**src/rtl/if_stage_pkg.sv**
```systemverilog
// Shared CPU front-end package: fetch FSM state encoding, the canonical NOP,
// and the IF/ID pipeline register payload.
package if_stage_pkg;

  localparam int unsigned XLEN = 32;

  // addi x0,x0,0 -- the bubble instruction written into IF/ID.
  localparam logic [XLEN-1:0] RV_NOP = 32'h0000_0013;

  // REQ: request outstanding; HOLD: word buffered behind a stall;
  // DRAIN: discarding a request made stale by a redirect.
  typedef enum logic [1:0] {
    ST_REQ   = 2'd0,
    ST_HOLD  = 2'd1,
    ST_DRAIN = 2'd2
  } fetch_state_e;

  typedef struct packed {
    logic [XLEN-1:0] pc;
    logic [XLEN-1:0] instr;
    logic            valid;
  } if_id_t;

endpackage

```
**src/rtl/if_stage_if.sv**
```systemverilog
// Instruction-memory fetch port.
//   imem_req_o   : request valid (fetch side -> memory)
//   imem_addr_o  : word-aligned fetch address, stable until ready
//   imem_ready_i : rdata valid for the current request this cycle
//   imem_rdata_i : fetched instruction word
interface if_stage_if;
  import if_stage_pkg::*;

  logic            imem_req_o;
  logic [XLEN-1:0] imem_addr_o;
  logic            imem_ready_i;
  logic [XLEN-1:0] imem_rdata_i;

  modport master (
    output imem_req_o,
    output imem_addr_o,
    input  imem_ready_i,
    input  imem_rdata_i
  );

  modport slave (
    input  imem_req_o,
    input  imem_addr_o,
    output imem_ready_i,
    output imem_rdata_i
  );

endinterface

```
**src/rtl/if_id_reg.sv**
```systemverilog
// IF/ID pipeline register.
//   clk, rst : clock, synchronous active-high reset
//   load     : capture d
//   flush    : insert a bubble (wins over load and hold)
//   hold     : keep current contents; with neither load nor hold a bubble is inserted
//   d, q     : {pc, instr, valid} payload in/out
module if_id_reg
  import if_stage_pkg::*;
#(
  parameter logic [XLEN-1:0] NOP_INSTR = RV_NOP
) (
  input  logic   clk,
  input  logic   rst,
  input  logic   load,
  input  logic   flush,
  input  logic   hold,
  input  if_id_t d,
  output if_id_t q
);

  // A bubble keeps the last pc so the register never shows a stale valid word.
  always_ff @(posedge clk) begin
    if (rst) begin
      q <= '{pc: '0, instr: NOP_INSTR, valid: 1'b0};
    end else if (flush) begin
      q <= '{pc: q.pc, instr: NOP_INSTR, valid: 1'b0};
    end else if (load) begin
      q <= d;
    end else if (!hold) begin
      q <= '{pc: q.pc, instr: NOP_INSTR, valid: 1'b0};
    end
  end

endmodule

```
**src/rtl/if_stage.sv**
```systemverilog
// Instruction fetch stage: PC register, fetch FSM and IF/ID register.
//   clk_i, rst_i     : clock, synchronous active-high reset
//   stall_i          : hazard stall, IF/ID and PC hold
//   redirect_i       : taken branch/jump from EX, flush and refetch
//   redirect_pc_i    : redirect target (low two bits ignored)
//   imem             : instruction-memory fetch port (master side)
//   IF_ID_pc_o/instr_o/valid_o : IF/ID register contents
module if_stage
  import if_stage_pkg::*;
#(
  parameter logic [XLEN-1:0] RESET_PC  = 32'h0000_0000,
  parameter logic [XLEN-1:0] NOP_INSTR = RV_NOP
) (
  input  logic              clk_i,
  input  logic              rst_i,
  input  logic              stall_i,
  input  logic              redirect_i,
  input  logic [XLEN-1:0]   redirect_pc_i,
  if_stage_if.master        imem,
  output logic [XLEN-1:0]   IF_ID_pc_o,
  output logic [XLEN-1:0]   IF_ID_instr_o,
  output logic              IF_ID_valid_o
);

  localparam logic [XLEN-1:0] PC_STEP = XLEN'(4);

  fetch_state_e    state_q, state_d;
  logic [XLEN-1:0] pc_q, pc_d;
  logic [XLEN-1:0] tgt_q, tgt_d;
  logic [XLEN-1:0] hold_q, hold_d;
  logic [XLEN-1:0] redirect_tgt;
  logic [XLEN-1:0] ld_instr;
  logic            ifid_load, ifid_flush, ifid_hold;
  if_id_t          ifid_d, ifid_q;

  assign redirect_tgt = redirect_pc_i & ~XLEN'(3);

  // Request is suppressed during reset so nothing is issued for an unknown PC.
  assign imem.imem_req_o  = !rst_i && (state_q != ST_HOLD);
  assign imem.imem_addr_o = pc_q;

  // State, PC, pending target and buffered word.
  always_ff @(posedge clk_i) begin
    if (rst_i) begin
      state_q <= ST_REQ;
      pc_q    <= RESET_PC;
      tgt_q   <= '0;
      hold_q  <= '0;
    end else begin
      state_q <= state_d;
      pc_q    <= pc_d;
      tgt_q   <= tgt_d;
      hold_q  <= hold_d;
    end
  end

  // Next-state, PC update and IF/ID control.
  always_comb begin
    state_d    = state_q;
    pc_d       = pc_q;
    tgt_d      = tgt_q;
    hold_d     = hold_q;
    ld_instr   = imem.imem_rdata_i;
    ifid_load  = 1'b0;
    ifid_flush = 1'b0;
    ifid_hold  = 1'b0;

    case (state_q)
      ST_REQ: begin
        if (redirect_i) begin
          ifid_flush = 1'b1;
          if (imem.imem_ready_i) begin
            pc_d = redirect_tgt;
          end else begin
            // Keep pc_q so the in-flight address stays stable until it returns.
            tgt_d   = redirect_tgt;
            state_d = ST_DRAIN;
          end
        end else if (imem.imem_ready_i) begin
          if (stall_i) begin
            hold_d    = imem.imem_rdata_i;
            ifid_hold = 1'b1;
            state_d   = ST_HOLD;
          end else begin
            ifid_load = 1'b1;
            pc_d      = pc_q + PC_STEP;
          end
        end else begin
          ifid_hold = stall_i;
        end
      end

      ST_HOLD: begin
        if (redirect_i) begin
          ifid_flush = 1'b1;
          pc_d       = redirect_tgt;
          state_d    = ST_REQ;
        end else if (stall_i) begin
          ifid_hold = 1'b1;
        end else begin
          ld_instr  = hold_q;
          ifid_load = 1'b1;
          pc_d      = pc_q + PC_STEP;
          state_d   = ST_REQ;
        end
      end

      ST_DRAIN: begin
        ifid_flush = 1'b1;
        if (redirect_i) begin
          tgt_d = redirect_tgt;
        end
        if (imem.imem_ready_i) begin
          pc_d    = redirect_i ? redirect_tgt : tgt_q;
          state_d = ST_REQ;
        end
      end

      default: begin
        state_d = ST_REQ;
      end
    endcase
  end

  assign ifid_d = '{pc: pc_q, instr: ld_instr, valid: 1'b1};

  if_id_reg #(
    .NOP_INSTR (NOP_INSTR)
  ) u_if_id_reg (
    .clk   (clk_i),
    .rst   (rst_i),
    .load  (ifid_load),
    .flush (ifid_flush),
    .hold  (ifid_hold),
    .d     (ifid_d),
    .q     (ifid_q)
  );

  assign IF_ID_pc_o    = ifid_q.pc;
  assign IF_ID_instr_o = ifid_q.instr;
  assign IF_ID_valid_o = ifid_q.valid;

endmodule

```
**src/flat_wrapper.sv**
```systemverilog
// flat-port wrapper written by rule: the top's interface ports become plain ports
module if_stage_flat import if_stage_pkg::*;
#(
  parameter logic [XLEN-1:0] RESET_PC  = 32'h0000_0000,
  parameter logic [XLEN-1:0] NOP_INSTR = RV_NOP
)
  (clk_i, rst_i, stall_i, redirect_i, redirect_pc_i, IF_ID_pc_o, IF_ID_instr_o, IF_ID_valid_o, imem_imem_req_o, imem_imem_addr_o, imem_imem_ready_i, imem_imem_rdata_i);
  if_stage_if imem_i ();
  input  logic clk_i;
  input  logic rst_i;
  input  logic stall_i;
  input  logic redirect_i;
  input  logic [XLEN-1:0] redirect_pc_i;
  output logic [XLEN-1:0] IF_ID_pc_o;
  output logic [XLEN-1:0] IF_ID_instr_o;
  output logic IF_ID_valid_o;
  output wire logic [$bits(imem_i.imem_req_o)-1:0] imem_imem_req_o;
  output wire logic [$bits(imem_i.imem_addr_o)-1:0] imem_imem_addr_o;
  input wire logic [$bits(imem_i.imem_ready_i)-1:0] imem_imem_ready_i;
  input wire logic [$bits(imem_i.imem_rdata_i)-1:0] imem_imem_rdata_i;
  assign imem_imem_req_o = imem_i.imem_req_o;
  assign imem_imem_addr_o = imem_i.imem_addr_o;
  assign imem_i.imem_ready_i = imem_imem_ready_i;
  assign imem_i.imem_rdata_i = imem_imem_rdata_i;
  if_stage #(.RESET_PC(RESET_PC), .NOP_INSTR(NOP_INSTR)) u_core (.clk_i(clk_i), .rst_i(rst_i), .stall_i(stall_i), .redirect_i(redirect_i), .redirect_pc_i(redirect_pc_i), .imem(imem_i), .IF_ID_pc_o(IF_ID_pc_o), .IF_ID_instr_o(IF_ID_instr_o), .IF_ID_valid_o(IF_ID_valid_o));
endmodule
```
**config.mk**
```make
export PLATFORM = sky130hd
export DESIGN_NAME = if_stage_flat
export DESIGN_NICKNAME = d
export VERILOG_FILES = /design/src/rtl/if_stage_pkg.sv /design/src/rtl/if_stage_if.sv /design/src/rtl/if_id_reg.sv /design/src/rtl/if_stage.sv /design/src/flat_wrapper.sv
export SDC_FILE = /design/constraint.sdc
export NUM_CORES = 1
export LEC_CHECK = 0
export CORE_MARGIN = 4
export CORE_UTILIZATION = 50
export CTS_CLUSTER_SIZE = 16
export DETAILED_ROUTE_END_ITERATION = 8
export PLACE_DENSITY = 0.9
export SLEW_MARGIN = 25
export SYNTH_ARGS = -nofsm -noshare
export SYNTH_HDL_FRONTEND = slang
export SYNTH_HIERARCHICAL = 1
export SYNTH_SLANG_ARGS = --single-unit
```
**constraint.sdc**
```tcl
create_clock -name clk_i -period 3.4 [get_ports clk_i]
set_clock_uncertainty 0.15 [all_clocks]
set_input_delay 0.51 -clock clk_i [delete_from_list [all_inputs] [get_ports clk_i]]
set_output_delay 0.51 -clock clk_i [all_outputs]
set_load 0.02 [all_outputs]
```
Word-level counts from Yosys, hierarchy flattened
Cells that the tools add are included.
{"block": "totals", "ff_bits": 163, "in_bits": 69, "out_inout_bits": 98, "word_cells": 70}
{"block": "classes", "add_sub_neg": 1, "eq_ne": 12, "muxes": 36, "bitwise": 2, "reduce_logical": 12}
{"op": "$mux 32", "count": 12}
{"op": "$pmux 32 s3", "count": 1}
{"op": "$mux 65", "count": 1}
{"op": "$pmux 32 s2", "count": 1}
{"op": "$mux 33", "count": 1}
{"op": "$add 32x3->32 const B", "count": 1}
{"op": "$mux 2", "count": 7}
{"op": "$ne 3x3->1 const B", "count": 4}
{"op": "$mux 1", "count": 9}
{"op": "$reduce_and 3->1", "count": 3}
{"op": "$ne 2x2->1 const B", "count": 4}
{"op": "$pmux 1 s2", "count": 3}
{"op": "$pmux 2 s3", "count": 1}
{"op": "$reduce_and 5->1", "count": 1}
{"op": "$ne 2x1->1 const B", "count": 2}
{"op": "$reduce_or 2->1", "count": 2}
{"op": "$reduce_bool 3->1", "count": 1}
{"op": "$eq 2x1->1 const B", "count": 1}
{"op": "$eq 2x2->1 const B", "count": 1}
{"op": "$logic_not 2->1", "count": 1}
{"op": "$not 1->1", "count": 2}
{"op": "$reduce_and 2->1", "count": 1}
{"op": "$reduce_bool 2->1", "count": 1}
{"op": "$logic_and 1x1->1", "count": 1}
{"op": "$logic_not 1->1", "count": 1}

Logic depth before layout (Yosys ltp)
Gate-level depths: netlist of run 1.
{"block": "depth", "word_depth": 6, "mapped_depth": 10, "ltp_nobuf": 6}

Hierarchy
The synthesis of run 1 kept the hierarchy.
{"mod": "if_stage", "instances": 1, "cells_per_inst": 666, "area_per_inst_um2": 5158.7, "seq_area_each_um2": 1961.9}
{"mod": "if_id_reg", "instances": 1, "cells_per_inst": 288, "area_per_inst_um2": 2394.8, "seq_area_each_um2": 1301.2}

Worst setup path before layout of run 1
Ideal clock, no wire load.
{"block": "synth_path", "path_kind": "input -> register", "start": "input port redirect_i", "end": "register u_core/u_if_id_reg/q[22] in the netlist's numbering", "setup_ns": 0.120, "arrival_ns": 2.089, "required_time_ns": 3.130, "path_slack_ns": 1.042, "cell_stages": 8, "path_buffers": 5, "cell_sequence": "buf_2 -> clkbuf_1 -> buf_2 -> nor4_1 -> buf_2 -> clkbuf_1 -> nand3b_1 -> a21oi_1"}
{"block": "synth_via", "elab_chain_cells": 3, "word_cells_on_any_way": 13, "cone_classes": "1 x eq/ne; 11 x mux; 1 x reduce/logical"}
{"element": "start: declaration", "line_no": "flat_wrapper.sv:12", "rtl": "input logic redirect_i;"}
{"element": "$mux 1, on equally long branches", "line_no": "if_stage.sv:94, if_stage.sv:70"}
{"element": "$pmux 1 s2 *", "line_no": "if_stage.sv:68", "rtl": "case (state_q)"}
{"element": "via u_core.ifid_load", "line_no": "if_stage.sv:33", "rtl": "logic ifid_load, ifid_flush, ifid_hold;"}
{"element": "$ne 2x1->1 (no source line) or $mux 65 (tied branches)"}
{"element": "end signal: assignment", "line_no": "if_id_reg.sv:24", "rtl": "q <= '{pc: '0, instr: NOP_INSTR, valid: 1'b0};"}
{"element": "end signal: assignment", "line_no": "if_id_reg.sv:26", "rtl": "q <= '{pc: q.pc, instr: NOP_INSTR, valid: 1'b0};"}
{"element": "end signal: assignment", "line_no": "if_id_reg.sv:30", "rtl": "q <= '{pc: q.pc, instr: NOP_INSTR, valid: 1'b0};"}
{"element": "end: declaration", "line_no": "if_id_reg.sv:18", "rtl": "output if_id_t q"}
The timed path passes the listed nets; every way through them passes the cells marked *. The select of a mux whose other input is x is not followed.
A chain may end at the register's enable or synchronous reset.

Worst setup path after layout of run 1
{"block": "layout_path", "start": "register u_core.state_q[0]", "end": "register u_core.pc_q[26], in the netlist u_core/imem.imem_addr_o[26]"}
{"block": "layout_via", "elab_chain_cells": 3, "word_cells_on_any_way": 8, "cone_classes": "4 x eq/ne; 1 x mux; 3 x reduce/logical"}
{"element": "start: declaration", "line_no": "if_stage.sv:27", "rtl": "fetch_state_e state_q, state_d;"}
{"element": "start signal: assignment", "line_no": "if_stage.sv:50", "rtl": "state_q <= state_d;"}
{"element": "$eq 2x2->1, or another cell as far along", "line_no": "if_stage.sv:68"}
{"element": "$ne 2x2->1 (no source line) or $reduce_bool 3->1 (tied branches)"}
{"element": "$reduce_and 3->1 (no source line)"}
{"element": "end signal: assignment", "line_no": "if_stage.sv:51", "rtl": "pc_q <= pc_d;"}
{"element": "end: declaration", "line_no": "if_stage.sv:28", "rtl": "logic [XLEN-1:0] pc_q, pc_d;"}
Several ways; a longest one is shown, not always the timed one.

==> results of run 1 <==
[synth_stat cells (all sizes together), types with 3 or more instances]
cell type	count	area, um^2
nor2b	6	37.5
nand3	18	90.1
a211oi	9	67.6
nor3b	4	35.0
inv	7	26.3
and2	5	33.8
a22oi	4	30.0
nor4	6	37.5
and3	13	88.8
o21ai	31	159
a21o	3	22.5
dfxtp	163	3260
nand3b	31	233
o211ai	8	70.1
nand4	6	37.5
or3	5	31.3
buf	38	243
a31oi	7	43.8
clkbuf	40	184
a21oi	160	801
and4	6	61.3
nand2	265	995
nor2	25	93.8
a32o	3	30.0
nor3	13	70.1
xor2	4	35.0
o31ai	3	22.5
mux2	34	383
[sequential cells by signal (all words and copies together), names as in the netlist]
register	count
u_core/u_if_id_reg/q	65
u_core/hold_q	32
u_core/imem.imem_addr_o	32
u_core/tgt_q	32
u_core/state_q	2
[power groups by stage]
stage	clock [W]	sequential [W]	combinational [W]
CTS	0.00202	0.00205	0.000559
global placement	0	0.00209	0.000544
global route	0.00210	0.00206	0.000611
finish	0.00199	0.00205	0.000568
detailed placement	0	0.00209	0.000553
floorplan	0	0.00211	0.000294
[through the flow]
step / hold slack (ps) / std cells
3_3_place_gp: 288 / 1245
6_report: 297 / 1277
2_1_floorplan: 282 / 954
3_5_place_dp: 295 / 1245
5_1_grt: 306 / 1277
4_1_cts: 279 / 1277
[critical path, delay by kind of cell (launching register included)]
kind	cells	cell delay, ps
and+or+nand+nor	3	1550
muxes	1	260
AOI/OAI and AO/OA	1	120
DFF	1	580
[logic make-up (layout without fill, tap and decap cells)]
group / Yosys count / count (layout) / synth area share, %
adders and majority gates: 1 / 1 / 0.166
and+or+nand+nor: 412 / 412 / 25.4
DFF: 163 / 163 / 43.2
other: 1 / 1 / 0.0496
xor gates and xnor gates: 5 / 5 / 0.580
muxes: 35 / 35 / 5.20
buffers and inverters: 86 / 225 / 6.05
AOI/OAI and AO/OA: 251 / 251 / 19.4
[routing by layer]
layer	up-vias	GRT usage [%]	part of all wire [%]
li1	3561	-	-
met1	3534	31.5	40
met2	347	41.1	48
met3	48	8.05	9.2
met4	2	9.13	2.4
met5	-	0	0.050
[layout by cell type (no fill, tap or decap), drive strengths merged, types with 8 or more instances in the layout]
cell type / instances
o211ai: 8
mux2: 34
and3: 13
o21ai: 31
nand2: 265
nor2: 25
clkdlybuf4s50: 162
clkbuf: 17
nor3: 13
buf: 23
dfxtp: 163
nand3b: 31
a211oi: 9
a21oi: 160
nand3: 18
inv: 17
[layout make-up]
class,count,area share (%)
Sequential cell,163,33.3
Timing Repair Buffer,185,18.3
Clock buffer,17,4.34
Clock inverter,15,1.93
Multi-Input combinational cell,705,39.5
Tap cell,184,2.35
Inverter,8,0.307
[worst paths after layout]
kind | depth (start not counted) | endpoint | slack [ps] | startpoint
max | 5 | u_core/imem.imem_addr_o[26] | 650 | u_core/state_q[0]
min | 2 | u_core/u_if_id_reg/q[63] | 300 | rst_i
max reg2reg | 5 | u_core/imem.imem_addr_o[26] | 650 | u_core/state_q[0]
min reg2reg | 2 | u_core/u_if_id_reg/q[53] | 300 | u_core/u_if_id_reg/q[53]
==> out/results.txt, run 1 <==
Outcome - finished, final reports clean
Placed cell area - 9180 um^2
IO Count - 167
LEAKAGE - 3.31 nW
Final min period - 2750 ps
Accumulated negative setup slack - 0 ps
Crit start category - register
Number of post-CTS setup repair buffers - 0
Number of buffers inserted during clock tree synthesis - 17
Power density of the placed cells - 471 nW/um^2
Slowest stage cell, crit path - sky130_fd_sc_hd__dfxtp_1
Unrepaired setup endpoints after global routing - false
Final Cycle Share - 80.9%
Area used by multi-input combinational logic - 3860 um^2
HP Class - in -> reg
Switching Fraction - 27.5%
Maximum buffer depth of the clock tree - 2
Async set-reset flop share out of synthesis - 0%
Number of rows created at floorplan - 44
Hold Buf Count CTS - 0
DIE AREA - 17100 um^2
Number of global-route vias before repair - 6983
Number of maximum-capacitance violations - 0
Routability-driven placement congestion ratio - 0.875
Total of warnings raised by yosys - 6
Number of detailed-route iterations in the first pass - 7
Final hold violations - 0
Share of synthesized area occupied by flip-flops and latches - 43.2%
Share of post-route cells with drive strength above 1 - 10.5%
Number of storage elements in the synthesis netlist - 163
Power dissipated by switching net loads - 0.00127 W
Transition time at the pin with the least slew margin - 893 ps
Synthesized netlist net count - 1024
Peak supply drop - 0.000319 V
FF/Latch Area - 3260 um^2
Crit Path Max Fanout - 29
Comb pwr share - 12.3%
Area of the core - 14600 um^2
Data arrival, critical path - 2960 ps
Required time reported for the critical path endpoint - 3610 ps
Final setup fails - 0
Endpoint class of the critical path - register
Vias per inst - 5.87
Worst Slack Setup Final - 650 ps
Number of inserted diodes - 0
CTS tree - done
Horiz. Die Dim - 131 um
Post-synthesis cell type count - 72
First-pass GRT wire length - 34700 um
Residual DRC - 0
EDFF count, synth - 0
Number of clock sinks - 163
NumNets Final - 1150
GRT overflow - 0
Synthesis-to-layout area growth - 29.7%
Sequential Power Share - 44.5%
Worst-path clk slew - 70 ps
Maximum number of pins on one net before global-route repair - 83
Number of DRC markers after the initial detailed-route iteration - 768
Total number of vias - 7492
Pre-CTS setup slack - 388 ps
Final-layout fill cell count - 1128
Port Buf Inserts - 164
Final core area utilization - 66.9%
Pins Over Slew Limit - 0
Achievable Freq - 364 MHz
Starting utilization of the core area - 51.6%
Total global routing track utilization - 25.2%
Clk_lat worst skew - 430 ps
Overall Power - 0.00461 W
Slowest cell delay on critical path - 580 ps
Antenna violations before repair - 1
Drt total wl - 22200 um
Vertical die dimension - 131 um
Clock tree root driver cell - sky130_fd_sc_hd__clkbuf_16
Total number of H-tree levels - 4
Clock network fraction of total power - 43.2%
Cell Area, Synth - 7550 um^2
Worst slew margin relative to its limit - 40.5%
Worst path cell trace - or2b_2 -> nand2_1 -> or3_1 -> mux2_2 -> a31oi_1
Gate Count Post-Synth - 954
Syn_area_per_cell - 7.92 um^2
Final non-filler cell area - 9790 um^2
Half-perimeter wire length after placement - 14300 um
Main flop type after synthesis - sky130_fd_sc_hd__dfxtp_1
Antenna violation net count after detailed routing - 0
Critical path type - reg -> reg
Routed wire length per instance - 17.4 um
Cells resized by post-CTS repair - 0
Int Pwr - 0.00335 W
Note: power is estimated with default switching activity, not from simulation.
==> run 2: changes to the inputs <==
- clock period: 3.4 -> 2.8 ns (I/O delays scaled with it)
==> out/results.txt, run 2 (synthesis gave the netlist of run 1 again) <==
Outcome - finished, final reports clean
Total number of vias - 7616
Clock tree root driver cell - sky130_fd_sc_hd__clkbuf_16
NumNets Final - 1161
Sequential Power Share - 44.0%
Final hold violations - 0
Number of DRC markers after the initial detailed-route iteration - 824
DIE AREA - 17100 um^2
Final core area utilization - 67.8%
Power density of the placed cells - 568 nW/um^2
Residual DRC - 0
Vias per inst - 5.91
Number of global-route vias before repair - 7107
Final Cycle Share - 89.8%
First-pass GRT wire length - 35000 um
CTS tree - done
GRT overflow - 0
Number of buffers inserted during clock tree synthesis - 17
Commonest non-fill, non-tap cells in the layout - 265 x sky130_fd_sc_hd__nand2_1, 163 x sky130_fd_sc_hd__dfxtp_1, 162 x sky130_fd_sc_hd__clkdlybuf4s50_1
Half-perimeter wire length after placement - 14900 um
Data arrival, critical path - 1940 ps
Register bank with the most flops - u_core/u_if_id_reg/q
Synthesis-to-layout area growth - 31.5%
Cells resized by post-CTS repair - 0
Critical path type - reg -> out
Crit start category - register
Horiz. Die Dim - 131 um
LEAKAGE - 3.37 nW
Number of post-CTS setup repair buffers - 0
Slowest stage cell, crit path - sky130_fd_sc_hd__clkdlybuf4s50_1
Worst slew margin relative to its limit - 30.0%
Starting utilization of the core area - 51.6%
Placed cell area - 9310 um^2
Number of rows created at floorplan - 44
Commonest non-fill, non-tap cell in the layout - sky130_fd_sc_hd__nand2_1
Comb pwr share - 12.8%
HP Class - reg -> reg
Unrepaired setup endpoints after global routing - false
Achievable Freq - 398 MHz
IO Count - 167
Final non-filler cell area - 9930 um^2
Share of post-route cells with drive strength above 1 - 11.3%
Worst path cell trace - inv_1 -> a21oi_1 -> clkdlybuf4s50_1
Crit Path Max Fanout - 9
Transition time at the pin with the least slew margin - 1050 ps
Cell family with most CP delay - buffers and inverters
Number of flip-flops in the largest register - 65
Number of detailed-route iterations in the first pass - 5
Switching Fraction - 26.4%
Area of the core - 14600 um^2
Sum of buffers and inverters on the critical path - 2
Hold Buf Count CTS - 0
Antenna violations before repair - 2
Port Buf Inserts - 164
Number of maximum-capacitance violations - 0
Total global routing track utilization - 25.5%
Routed wire length per instance - 17.2 um
Int Pwr - 0.00415 W
Required time reported for the critical path endpoint - 2230 ps
Drt total wl - 22200 um
Accumulated negative setup slack - 0 ps
Final min period - 2510 ps
Vertical die dimension - 131 um
Routability-driven placement congestion ratio - 0.889
Clk_lat worst skew - 420 ps
Clock network fraction of total power - 43.2%
Power dissipated by switching net loads - 0.00149 W
Endpoint class of the critical path - output port
Slowest cell delay on critical path - 670 ps
Total number of H-tree levels - 4
Peak supply drop - 0.000466 V
Maximum number of pins on one net before global-route repair - 56
Final setup fails - 0
Maximum buffer depth of the clock tree - 2
Number of clock sinks - 163
Antenna violation net count after detailed routing - 0
Worst-path clk slew - 70 ps
Pins Over Slew Limit - 0
[run 2: worst min-delay path, stage by stage (launching register included)]
cell                      delay [ps]
sky130_fd_sc_hd__dfxtp_1         310
sky130_fd_sc_hd__nand2_1          50
sky130_fd_sc_hd__a21oi_1          50
[run 2: final cells by class]
cell class,instances,area [um^2]
diodes,1,2.50
clock buffers,17,425
clock inverters,15,195
fillers,1104,4710
inverters,8,30.0
multi-input cells,705,3860
flip-flops and latches,163,3260
well taps,184,230
repair buffers,196,1920
[run 2: path summary, 6_finish.rpt]
kind	start	endpoint	slack, ps	cells after the start
worst min-delay path	u_core/tgt_q[15]	u_core/tgt_q[15]	300	2
worst min register to register	u_core/tgt_q[15]	u_core/tgt_q[15]	300	2
worst max-delay path	u_core/state_q[1]	imem_imem_req_o	290	3
worst max register to register	u_core/state_q[0]	u_core/imem.imem_addr_o[21]	440	5
[run 2: through the flow]
step	total power, W	setup WS [ps]	hold WS, ps	std cells
floorplan	0.00292	532	282	954
global placement	0.00322	179	288	1256
detailed placement	0.00324	112	296	1256
CTS	0.00566	282	305	1288
global route	0.00583	211	323	1289
finish	0.00564	286	302	1289
[run 2: power groups by stage]
stage / combinational (W) / clock, W / sequential, W
floorplan: 0.000357 / 0 / 0.00257
global placement: 0.000696 / 0 / 0.00252
detailed placement: 0.000711 / 0 / 0.00253
CTS: 0.000715 / 0.00246 / 0.00248
global route: 0.000777 / 0.00257 / 0.00249
finish: 0.000724 / 0.00243 / 0.00248
[run 2: per-layer routing]
metal / global-route usage, % / wire, um
met5: 0 / 13
met4: 11.5 / 664
met3: 8.05 / 2180
met2: 41.1 / 10600
met1: 31.2 / 8760
